--- src/rtl/uart_pkg.sv ---
// Shared types and constants for the UART receive controller slice.
package uart_pkg;

  // Controller state encoding; values are fixed for register-map compatibility.
  typedef enum logic [1:0] {
    UART_OFF  = 2'd0,
    UART_SYNC = 2'd1,
    UART_RUN  = 2'd2
  } uart_state_e;

  // Bit positions inside the {timeout,overflow,watermark} interrupt vector.
  localparam int unsigned INTR_WM  = 0;
  localparam int unsigned INTR_OVF = 1;
  localparam int unsigned INTR_TO  = 2;

  // Divisor loaded at reset, before the register file has programmed one.
  localparam logic [15:0] UART_RST_DIVISOR = 16'd87;

  // True on the last clock of a bit-time. Divisors of 0 and 1 tick every clock.
  function automatic logic bit_tick(input logic [15:0] cnt, input logic [15:0] div);
    return ({1'b0, cnt} + 17'd1) >= {1'b0, div};
  endfunction

endpackage

--- src/rtl/uart_rx_fifo.sv ---
// Synchronous byte FIFO holding received characters until the bus reads them.
// Head data is combinational; flush beats push and pop in the same cycle.
module uart_rx_fifo #(
  parameter int unsigned FIFO_DEPTH = 16,
  parameter int unsigned PW         = $clog2(FIFO_DEPTH),
  parameter int unsigned LW         = $clog2(FIFO_DEPTH) + 1
) (
  input  logic          i_Clock,
  input  logic          rst_ni,
  input  logic          flush_i,
  input  logic          push_i,
  input  logic          pop_i,
  input  logic [7:0]    data_i,
  output logic [7:0]    data_o,
  output logic [LW-1:0] level_o,
  output logic          empty_o,
  output logic          full_o,
  output logic          overflow_o
);

  logic [7:0]    mem_q [FIFO_DEPTH];
  logic [PW-1:0] wr_ptr_q, rd_ptr_q;
  logic [LW-1:0] level_q;
  logic          do_push, do_pop;

  assign empty_o = (level_q == '0);
  assign full_o  = (level_q == LW'(FIFO_DEPTH));
  assign level_o = level_q;

  // A pop frees a slot in the same cycle, so push into a full FIFO is legal alongside it.
  assign do_pop     = pop_i && !empty_o && !flush_i;
  assign do_push    = push_i && (!full_o || (pop_i && !empty_o)) && !flush_i;
  assign overflow_o = push_i && full_o && !pop_i && !flush_i;

  assign data_o = empty_o ? 8'h00 : mem_q[rd_ptr_q];

  // Pointer and occupancy bookkeeping; pointers wrap naturally at the power-of-2 depth.
  always_ff @(posedge i_Clock or negedge rst_ni) begin
    if (!rst_ni) begin
      wr_ptr_q <= '0;
      rd_ptr_q <= '0;
      level_q  <= '0;
    end else if (flush_i) begin
      wr_ptr_q <= '0;
      rd_ptr_q <= '0;
      level_q  <= '0;
    end else begin
      if (do_push) wr_ptr_q <= wr_ptr_q + PW'(1);
      if (do_pop)  rd_ptr_q <= rd_ptr_q + PW'(1);
      case ({do_push, do_pop})
        2'b10:   level_q <= level_q + LW'(1);
        2'b01:   level_q <= level_q - LW'(1);
        default: level_q <= level_q;
      endcase
    end
  end

  // Storage array; contents need no reset since occupancy gates visibility.
  always_ff @(posedge i_Clock) begin
    if (do_push) mem_q[wr_ptr_q] <= data_i;
  end

endmodule

--- src/rtl/uart_rx_ctrl.sv ---
// UART receive controller: divisor ownership, start-up line sync, RX FIFO gating
// and watermark/overflow/timeout interrupt generation.
module uart_rx_ctrl
  import uart_pkg::*;
#(
  parameter int unsigned FIFO_DEPTH   = 16,
  parameter int unsigned TIMEOUT_BITS = 32,
  parameter int unsigned SYNC_BITS    = 10,
  parameter logic [15:0] RST_DIVISOR  = UART_RST_DIVISOR,
  parameter int unsigned L            = $clog2(FIFO_DEPTH) + 1
) (
  input  logic         i_Clock,
  input  logic         rst_ni,
  input  logic         i_en,
  input  logic         i_flush,
  input  logic [15:0]  i_clks_per_bit,
  input  logic         i_rx_serial,
  input  logic         i_rx_dv,
  input  logic [7:0]   i_rx_byte,
  input  logic         i_rd_req,
  input  logic [L-1:0] i_watermark,
  input  logic [2:0]   i_intr_clr,
  output logic [15:0]  o_clks_per_bit,
  output logic [7:0]   o_rd_data,
  output logic [L-1:0] o_level,
  output logic         o_empty,
  output logic         o_full,
  output logic [2:0]   o_intr
);

  localparam logic [1:0] StOff  = UART_OFF;
  localparam logic [1:0] StSync = UART_SYNC;
  localparam logic [1:0] StRun  = UART_RUN;

  localparam int unsigned SW = $clog2(SYNC_BITS + 1);
  localparam int unsigned TW = $clog2(TIMEOUT_BITS + 1);

  logic          rx_meta_q, rx_sync_q;
  logic [1:0]    state_q, state_d;
  logic [15:0]   cpb_q;
  logic [15:0]   clk_cnt_q, clk_cnt_d;
  logic          tick;
  logic [SW-1:0] sync_cnt_q, sync_cnt_d;
  logic          sync_done;
  logic [TW-1:0] to_cnt_q, to_cnt_d;
  logic          to_active, to_clear, to_set;
  logic          push_req, pop_ok;
  logic          fifo_empty, fifo_full, fifo_ovf;
  logic [L-1:0]  fifo_level;
  logic          wm_d;
  logic [2:0]    intr_q;
  logic          unused_wm_clr;

  // Watermark is level-type, so its clear bit has no effect.
  assign unused_wm_clr = i_intr_clr[INTR_WM];

  assign push_req = i_rx_dv && (state_q == StRun);
  assign pop_ok   = i_rd_req && !fifo_empty;

  uart_rx_fifo #(
    .FIFO_DEPTH (FIFO_DEPTH)
  ) u_fifo (
    .i_Clock    (i_Clock),
    .rst_ni     (rst_ni),
    .flush_i    (i_flush),
    .push_i     (push_req),
    .pop_i      (i_rd_req),
    .data_i     (i_rx_byte),
    .data_o     (o_rd_data),
    .level_o    (fifo_level),
    .empty_o    (fifo_empty),
    .full_o     (fifo_full),
    .overflow_o (fifo_ovf)
  );

  assign o_level        = fifo_level;
  assign o_empty        = fifo_empty;
  assign o_full         = fifo_full;
  assign o_clks_per_bit = cpb_q;
  assign o_intr         = intr_q;

  // Two-flop synchroniser on the raw line; idles high like the line itself.
  always_ff @(posedge i_Clock or negedge rst_ni) begin
    if (!rst_ni) begin
      rx_meta_q <= 1'b1;
      rx_sync_q <= 1'b1;
    end else begin
      rx_meta_q <= i_rx_serial;
      rx_sync_q <= rx_meta_q;
    end
  end

  // Divisor follows the register file only while off, so a frame never sees it change.
  always_ff @(posedge i_Clock or negedge rst_ni) begin
    if (!rst_ni) cpb_q <= RST_DIVISOR;
    else if (state_q == StOff) cpb_q <= i_clks_per_bit;
  end

  // Bit-time divider: free-running while synchronising or receiving, parked at 0 when off.
  always_comb begin
    tick      = (state_q != StOff) && bit_tick(clk_cnt_q, cpb_q);
    clk_cnt_d = clk_cnt_q + 16'd1;
    if (state_q == StOff || tick) clk_cnt_d = '0;
  end

  // Count consecutive high bit-times; any low sample restarts the run.
  always_comb begin
    sync_done  = tick && rx_sync_q && (sync_cnt_q == SW'(SYNC_BITS - 1));
    sync_cnt_d = sync_cnt_q;
    if (state_q != StSync || !rx_sync_q) sync_cnt_d = '0;
    else if (tick)                       sync_cnt_d = sync_cnt_q + SW'(1);
  end

  // Controller FSM: enable drops straight to OFF from any state.
  always_comb begin
    state_d = state_q;
    case (state_q)
      StOff:   if (i_en) state_d = StSync;
      StSync:  begin
        if (!i_en)          state_d = StOff;
        else if (sync_done) state_d = StRun;
      end
      StRun:   if (!i_en) state_d = StOff;
      default: state_d = StOff;
    endcase
  end

  // Control-path registers for divider, sync counter and FSM.
  always_ff @(posedge i_Clock or negedge rst_ni) begin
    if (!rst_ni) begin
      state_q    <= StOff;
      clk_cnt_q  <= '0;
      sync_cnt_q <= '0;
    end else begin
      state_q    <= state_d;
      clk_cnt_q  <= clk_cnt_d;
      sync_cnt_q <= sync_cnt_d;
    end
  end

  // Idle timer: bit-times with data waiting and no traffic; saturates at the threshold.
  always_comb begin
    to_active = (state_q == StRun) && tick;
    to_clear  = push_req || pop_ok || i_flush || fifo_empty;
    to_set    = to_active && !to_clear && (to_cnt_q == TW'(TIMEOUT_BITS - 1));
    to_cnt_d  = to_cnt_q;
    if (to_clear)
      to_cnt_d = '0;
    else if (to_active && to_cnt_q != TW'(TIMEOUT_BITS))
      to_cnt_d = to_cnt_q + TW'(1);
  end

  // Timeout counter register.
  always_ff @(posedge i_Clock or negedge rst_ni) begin
    if (!rst_ni) to_cnt_q <= '0;
    else         to_cnt_q <= to_cnt_d;
  end

  assign wm_d = (i_watermark != '0) && (fifo_level >= i_watermark);

  // Interrupt vector: watermark tracks level, the other two are sticky with set winning over clear.
  always_ff @(posedge i_Clock or negedge rst_ni) begin
    if (!rst_ni) begin
      intr_q <= '0;
    end else begin
      intr_q[INTR_WM]  <= wm_d;
      intr_q[INTR_OVF] <= fifo_ovf | (intr_q[INTR_OVF] & ~i_intr_clr[INTR_OVF]);
      intr_q[INTR_TO]  <= to_set   | (intr_q[INTR_TO]  & ~i_intr_clr[INTR_TO]);
    end
  end

endmodule

--- config.mk ---
export PLATFORM = sky130hd
export DESIGN_NAME = uart_rx_ctrl
export DESIGN_NICKNAME = d
export VERILOG_FILES = /design/src/rtl/uart_pkg.sv /design/src/rtl/uart_rx_fifo.sv /design/src/rtl/uart_rx_ctrl.sv
export SDC_FILE = /design/constraint.sdc
export NUM_CORES = 1
export LEC_CHECK = 0
export BUFFER_PORTS_ARGS = -buffer_cell sky130_fd_sc_hd__buf_4
export CAP_MARGIN = 0
export CORE_MARGIN = 3
export CORE_UTILIZATION = 45
export CTS_CLUSTER_DIAMETER = 200
export CTS_CLUSTER_SIZE = 16
export DETAILED_ROUTE_END_ITERATION = 7
export PLACE_DENSITY = 0.73
export SYNTH_ARGS = -nofsm -noshare
export SYNTH_HDL_FRONTEND = slang
export SYNTH_SLANG_ARGS = --single-unit
--- constraint.sdc ---
create_clock -name i_Clock -period 3.1 [get_ports i_Clock]
set_clock_uncertainty 0.05 [all_clocks]
set_input_delay 0.465 -clock i_Clock [delete_from_list [all_inputs] [get_ports i_Clock]]
set_output_delay 0.465 -clock i_Clock [all_outputs]
set_load 0.01 [all_outputs]
# After elaboration in Yosys (flattened, before gate mapping)

Memory sizes are Yosys's and may differ from the RTL's.
Index checks and enable logic that the tools add are counted.

Flip-flop bits (word level): 62
Bits in writable memories: 128
Memories kept: 1

Memories:

| memory       | depth | bits a word | rd ports | clocked after Yosys merged registers in | wr ports | RTL line           | text |
|---|---|---|---|---|---|---|---|
| u_fifo.mem_q | 16    | 8           | 1        | 0                                       | 1        | uart_rx_fifo.sv:21 | `logic [7:0] mem_q [FIFO_DEPTH];` |

$add $sub $neg: 8
$lt $le $gt $ge: 2
Eq/ne operators: 12
Mux-type cells: 19
Bitwise gates (word level): 6
Reduce and logical (&&, ||, !) cells: 38

Operator list:

| cell                                                            | count |
|---|---|
| 4-bit two-way mux                                               | 6 |
| 16-bit by 1-bit adder with 17-bit output, second input constant | 1 |
| 17-bit by 16-bit greater-or-equal comparator with 1-bit output  | 1 |
| 16-bit by 1-bit adder with 16-bit output, second input constant | 1 |
| 1-bit logical AND                                               | 16 |
| 16-bit two-way mux                                              | 1 |
| 4-bit by 1-bit adder with 4-bit output, second input constant   | 3 |
| 6-bit two-way mux                                               | 2 |
| 5-bit case mux with 2 select lines                              | 1 |
| 2-bit nonzero test                                              | 5 |
| 2-bit two-way mux                                               | 4 |
| 8-bit two-way mux                                               | 1 |
| 6-bit by 1-bit adder with 6-bit output, second input constant   | 1 |
| 6-bit by 5-bit == test with 1-bit output, second input constant | 1 |
| 1-bit zero test                                                 | 6 |
| 1-bit logical OR                                                | 6 |
| 6-bit inequality test, second input constant                    | 1 |
| 2-bit case mux with 3 select lines                              | 1 |
| 5-bit by 1-bit adder with 5-bit output, second input constant   | 1 |
| 5-bit == test, second input constant                            | 1 |
| 5-bit greater-or-equal comparator                               | 1 |
| 5-bit zero test                                                 | 1 |
| 5-bit two-way mux                                               | 1 |
| 5-bit nonzero test                                              | 1 |
| other kinds (14)                                                | 21 |

# Longest topological paths before layout

Word-level depth: 10
Gate-level depth with buffers: 13
Mapped depth without buffers: 12

# Modules after synthesis

Synthesis repeated with hierarchy kept, for this count alone.

Cell total of the unflattened synthesis: 604
Area total of the unflattened synthesis: 8758.4 µm²

Modules (own cells, without submodules):

| module       | instances | cells an instance | area an instance (µm²) | seq. area each (µm²) |
|---|---|---|---|---|
| uart_rx_fifo | 1         | 326               | 5923.2                 | 4169.0 |
| uart_rx_ctrl | 1         | 278               | 2835.2                 | 1234.9 |

# Worst setup path before layout

No wires, ideal clock.

Path type: register to register
Start point: reg clk_cnt_q[2]
End point: reg clk_cnt_q[10]
Setup time: 0.073 ns
Data arrival time: 3.071 ns
Data required time: 2.977 ns
Setup slack: -0.094 ns
Stages on the path, launching flop included: 13
Period minus slack after synthesis: 3.194 ns
Cells stage by stage: dfrtp_1 > nand3_2 > or4_1 > nor2_1 > xor2_1 > ha_1 > and2_0 > a221o_1 > a221oi_1 > o211a_2 > o21ai_2 > buf_2 > nor2b_1

Longest elaborated chain between the ends: 5
Elaborated cells on any way between the ends: 6
Those cells by class: add/sub: 2; order compare: 1; mux: 1; reduce/logical: 2

RTL lines:

| element                                                        | RTL line            | text |
|---|---|---|
| start: declaration                                             | uart_rx_ctrl.sv:41  | `logic [15:0] clk_cnt_q, clk_cnt_d;` |
| start signal: assignment                                       | uart_rx_ctrl.sv:136 | `clk_cnt_q <= clk_cnt_d;` |
| 16-bit by 1-bit adder with 17-bit output                       | uart_pkg.sv:21      | `return ({1'b0, cnt} + 17'd1) >= {1'b0, div};` |
| 17-bit by 16-bit greater-or-equal comparator with 1-bit output | uart_pkg.sv:21      |  |
| 1-bit logical AND                                              | uart_rx_ctrl.sv:101 | `tick = (state_q != StOff) && bit_tick(clk_cnt_q, cpb_q);` |
| 1-bit logical OR                                               | uart_rx_ctrl.sv:103 | `if (state_q == StOff \|\| tick) clk_cnt_d = '0;` |
| 16-bit two-way mux (*)                                         | uart_rx_ctrl.sv:103 |  |
| named net clk_cnt_d[10]                                        | uart_rx_ctrl.sv:41  |  |

The timed path passes the listed nets; every way through them passes the cells marked *.
A chain may end at the register's enable or synchronous reset.

# Worst setup path in the final report

Start point: reg clk_cnt_q[1]
End point: reg sync_cnt_q[2]

Longest elaborated chain between the ends: 4

RTL lines:

| element                                                        | RTL line            | text |
|---|---|---|
| 16-bit by 1-bit adder with 17-bit output                       | uart_pkg.sv:21      |  |
| 17-bit by 16-bit greater-or-equal comparator with 1-bit output | uart_pkg.sv:21      |  |
| 1-bit logical AND                                              | uart_rx_ctrl.sv:101 |  |
| 2-bit nonzero test (no source line)                            | --                  |  |
| end signal: assignment                                         | uart_rx_ctrl.sv:137 | `sync_cnt_q <= sync_cnt_d;` |
| end: declaration                                               | uart_rx_ctrl.sv:43  | `logic [SW-1:0] sync_cnt_q, sync_cnt_d;` |

Every way passes these cells.

==> reports/metrics.yaml <==
run_status:
  status: "complete, but fails checks"
  violations: "setup timing"
clock_tree:
  insertion_delay_ns: 0.44
  clk_pin_slew_ns: 0.07
  cts_made_buffers: 17
  htree_levels: 4
  max-clock-path-buffers: 2
  clock-root-buffer: "clkbuf_16"
  clkSinkCount: 190
  cts_tree: "yes"
placed_design:
  hpwl_mm: 11.89
  place_area_mm2: 0.009509
  io_buffers: 71
  place_congestion: 0.8217
  dp_slack_ns: -0.1593
  placedCellCount: 884
die:
  core_area_mm2: 0.01821
  die_w_um: 142.9
  die_y_um: 142.9
  die_area_mm2: 0.02041
  start_util_pct: 46.30
  num_rows: 49
  io_pins: 73
synthesis:
  post-synth-top-area-cell: "edfxtp_1"
  async_flop_share_pct: 32.63
  synth.area.top_cells: "edfxtp_1 (46%), dfrtp_1 (16%), mux4_2 (11%), ha_1 (5.0%), dfstp_2 (2.2%)"
  synth_edf_count: 128
  synthCells: 563
  synth_nets: 637
  yosys_warnings: 0
  synth_top_area_share_pct: 45.59
  netlist_area_mm2: 0.008431
  synth_area_per_cell_um2: 14.97
  ys_types: 52
  ys.flop_type: "edfxtp_1"
  seq_area_frac_synth_pct: 64.10
  ys_seq_elements: 190
routing:
  antenna_left: 0
  viasPerCell: 5.622
  first_pass_iters: 5
  drtIter0Drc: 533
  drc: 0
  via_count: 5251
  routed_wl_mm: 18.49
  wire_per_inst_um: 19.80
final_layout:
  fin_area_mm2: 0.01041
  antenna_cells: 0
  nets: 766
  area_growth_pct: 23.51
  nFillCells: 1331
  drive_above_1_share_pct: 33.90
  layoutNonFillerInstCount: 934
  finalCoreUtilization_pct: 57.18
setup_path:
  crit_top_cell: "ha_1"
  start_kind: "register"
  rr_worst_depth: 14
  path_cells: "ha_1 -> nand2_1 -> nor4_4 -> and3_1 -> xor2_1 -> ha_1 -> and2_4 -> a221o_1 -> a221oi_2 -> buf_4 -> o211a_4 -> buf_6 -> o21ai_2 -> a21oi_1"
  critPathKind: "register to register"
  reg2reg_from: "clk_cnt_q[1]$_DFF_PN0_"
  cp_top_family: "compound AO/OA/AOI/OAI gates"
  crit_arrival_ns: 3.57
  rrSetupSlack_ns: -0.17
  critical_path.slowest_cell: "dfrtp_1"
  crit_path_end_kind: "register"
  slowest_delay_ns: 0.39
  worstPathBufferInverterCount: 2
  r2r_end: "sync_cnt_q[2]$_DFFE_PN0P_"
  cp_max_fo: 6
  required_ns: 3.41
global_route:
  grt_start_max_net_pins: 63
  grt_pass1_vias: 5290
  grt-busiest-layer: "met2"
  gr-total-overflow: 0
  use_met3_pct: 3.918
  antenna_found_initial: 0
  grt_use_total_pct: 18.63
  globalRouteMet2Util_pct: 30.93
  grt.met1_usage_pct: 24.77
  grt_pass1_wl_mm: 28.55
timing:
  fmax_mhz: 306.0
  setup_tns_ns: -2.840
  worst_slack_ns: -0.1683
  worst_slew_pin_slew_ns: 1.047
  whs_ns: 0.05545
  fin_crit_sh_pct: 105.4
  finalSetupViolations: 28
  finalHoldViolations: 0
  period_minus_slack_ns: 3.268
  slew-limit-headroom_pct: 29.53
  rsz0062_at_grt: "true"
  slew_viol_final: 0
pwr:
  ir_drop_v: 0.0003961
  power_mw: 6.558
  power_leakage_nw: 4.151
  p_per_area_mw_per_mm2: 629.8
worst_hold_path:
  hold_class: "input pin to async pin"
flow_run:
  maxCapViolations: 0
[power by group]
group	total (mW)	internal (mW)	leakage (nW)	switching, mW
Sequential	2.87	2.78	1.96	0.0904
Clock	2.21	1.16	0.297	1.04
Combinational	1.48	0.782	1.90	0.695
[flip-flops by register name, summed over array words and instances (netlist names)]
register / count
rx_meta_q: 1
clk_cnt_q: 16
u_fifo.wr_ptr_q: 4
u_fifo.rd_ptr_q: 4
u_fifo.level_o: 5
sync_cnt_q: 4
to_cnt_q: 6
o_intr: 3
rx_sync_q: 1
state_q: 2
u_fifo.mem_q: 128
o_clks_per_bit: 16
[cells in the final DEF, fill, tap and decap left out, types with 3 or more instances in the layout]
cell type / instances
a21o_1: 7
edfxtp_1: 128
buf_6: 5
nand2b_1: 5
mux2_1: 4
nor3_1: 8
nand3b_1: 3
clkbuf_16: 17
nor2b_1: 23
nand4_1: 8
clkinv_8: 4
and3_1: 3
nand3_1: 5
xnor2_1: 10
o21ai_0: 17
a211oi_2: 3
nor2_1: 35
buf_4: 122
xor2_1: 11
dfstp_2: 7
ha_1: 34
a21oi_1: 9
mux4_2: 40
nor4_1: 3
and2_1: 3
inv_1: 35
inv_8: 5
dfrtp_1: 54
nand2_1: 36
inv_6: 3
[cell families after synthesis]
| logic type | after synthesis | synth area share (%) |
|---|---|---|
| muxes | 47 | 11.59 |
| buffers and inverters | 55 | 2.568 |
| xor gates and xnor gates | 24 | 2.493 |
| AOI/OAI and AO/OA | 59 | 4.527 |
| DFF | 190 | 64.10 |
| adders and majority gates | 35 | 5.284 |
| and+or+nand+nor | 153 | 9.439 |
[synth_stat cells (3+ instances only)]
cell and number:
buf_2 5, nand2b_1 5, and2_1 3, or4_1 4
a211oi_1 5, dfstp_2 7, o21ai_0 19, xor2_1 13
clkbuf_1 12, inv_1 35, nand2_1 37, edfxtp_1 128
nor3_1 9, nand3_1 6, dfrtp_1 55, nor2_1 36
mux2_1 4, nand4_1 8, nor2b_1 25, ha_1 34
a21o_1 7, mux4_2 40, a21oi_1 11, nand3b_1 3
xnor2_1 11, and3_1 4, nor4_1 4
[cell type report]
cell class                 count  area, um2  area share, %
timing repair buffer         129       1012          9.721
inverter                      35      131.4          1.262
clock buffer                  17      425.4          4.086
sequential                   190       5408          51.93
tap                          229      286.5          2.752
multi-input combinational    319       2960          28.43
clock inverter                15      188.9          1.814
[layer usage]
layer	routed length [um]	vias up	share of wire [%]
met5	0	-	0
met4	315	0	1.7
met3	1119	26	6.1
met2	9422	172	51
met1	7632	2691	41
li1	-	2362	-
[worst max path at each step]
| stage | depth (start not counted) | slack, ns | endpoint | from |
|---|---|---|---|---|
| after floorplan | 12 | 0.008 | clk_cnt_q[10]$_DFF_PN0_ | clk_cnt_q[2]$_DFF_PN0_ |
| after global placement | 11 | -0.06 | clk_cnt_q[8]$_DFF_PN0_ | clk_cnt_q[0]$_DFF_PN0_ |
| after detailed placement | 11 | -0.16 | clk_cnt_q[2]$_DFF_PN0_ | clk_cnt_q[0]$_DFF_PN0_ |
| after CTS | 13 | -0.05 | to_cnt_q[4]$_DFFE_PN0P_ | clk_cnt_q[6]$_DFF_PN0_ |
| after global routing | 14 | -0.30 | sync_cnt_q[2]$_DFFE_PN0P_ | clk_cnt_q[0]$_DFF_PN0_ |
| final | 14 | -0.17 | sync_cnt_q[2]$_DFFE_PN0P_ | clk_cnt_q[1]$_DFF_PN0_ |
[what timing repair did]
| item | CTS | global route |
|---|---|---|
| hold buffers | 0 | 0 |
| setup endpoints to repair | 36 | 30 |
| pin swaps | 19 | 14 |
| resized for setup | 19 | 17 |
| buffers inserted | 12 | 5 |
| cloned | 1 | 1 |
No activity file was read; power rests on OpenSTA's default activity.
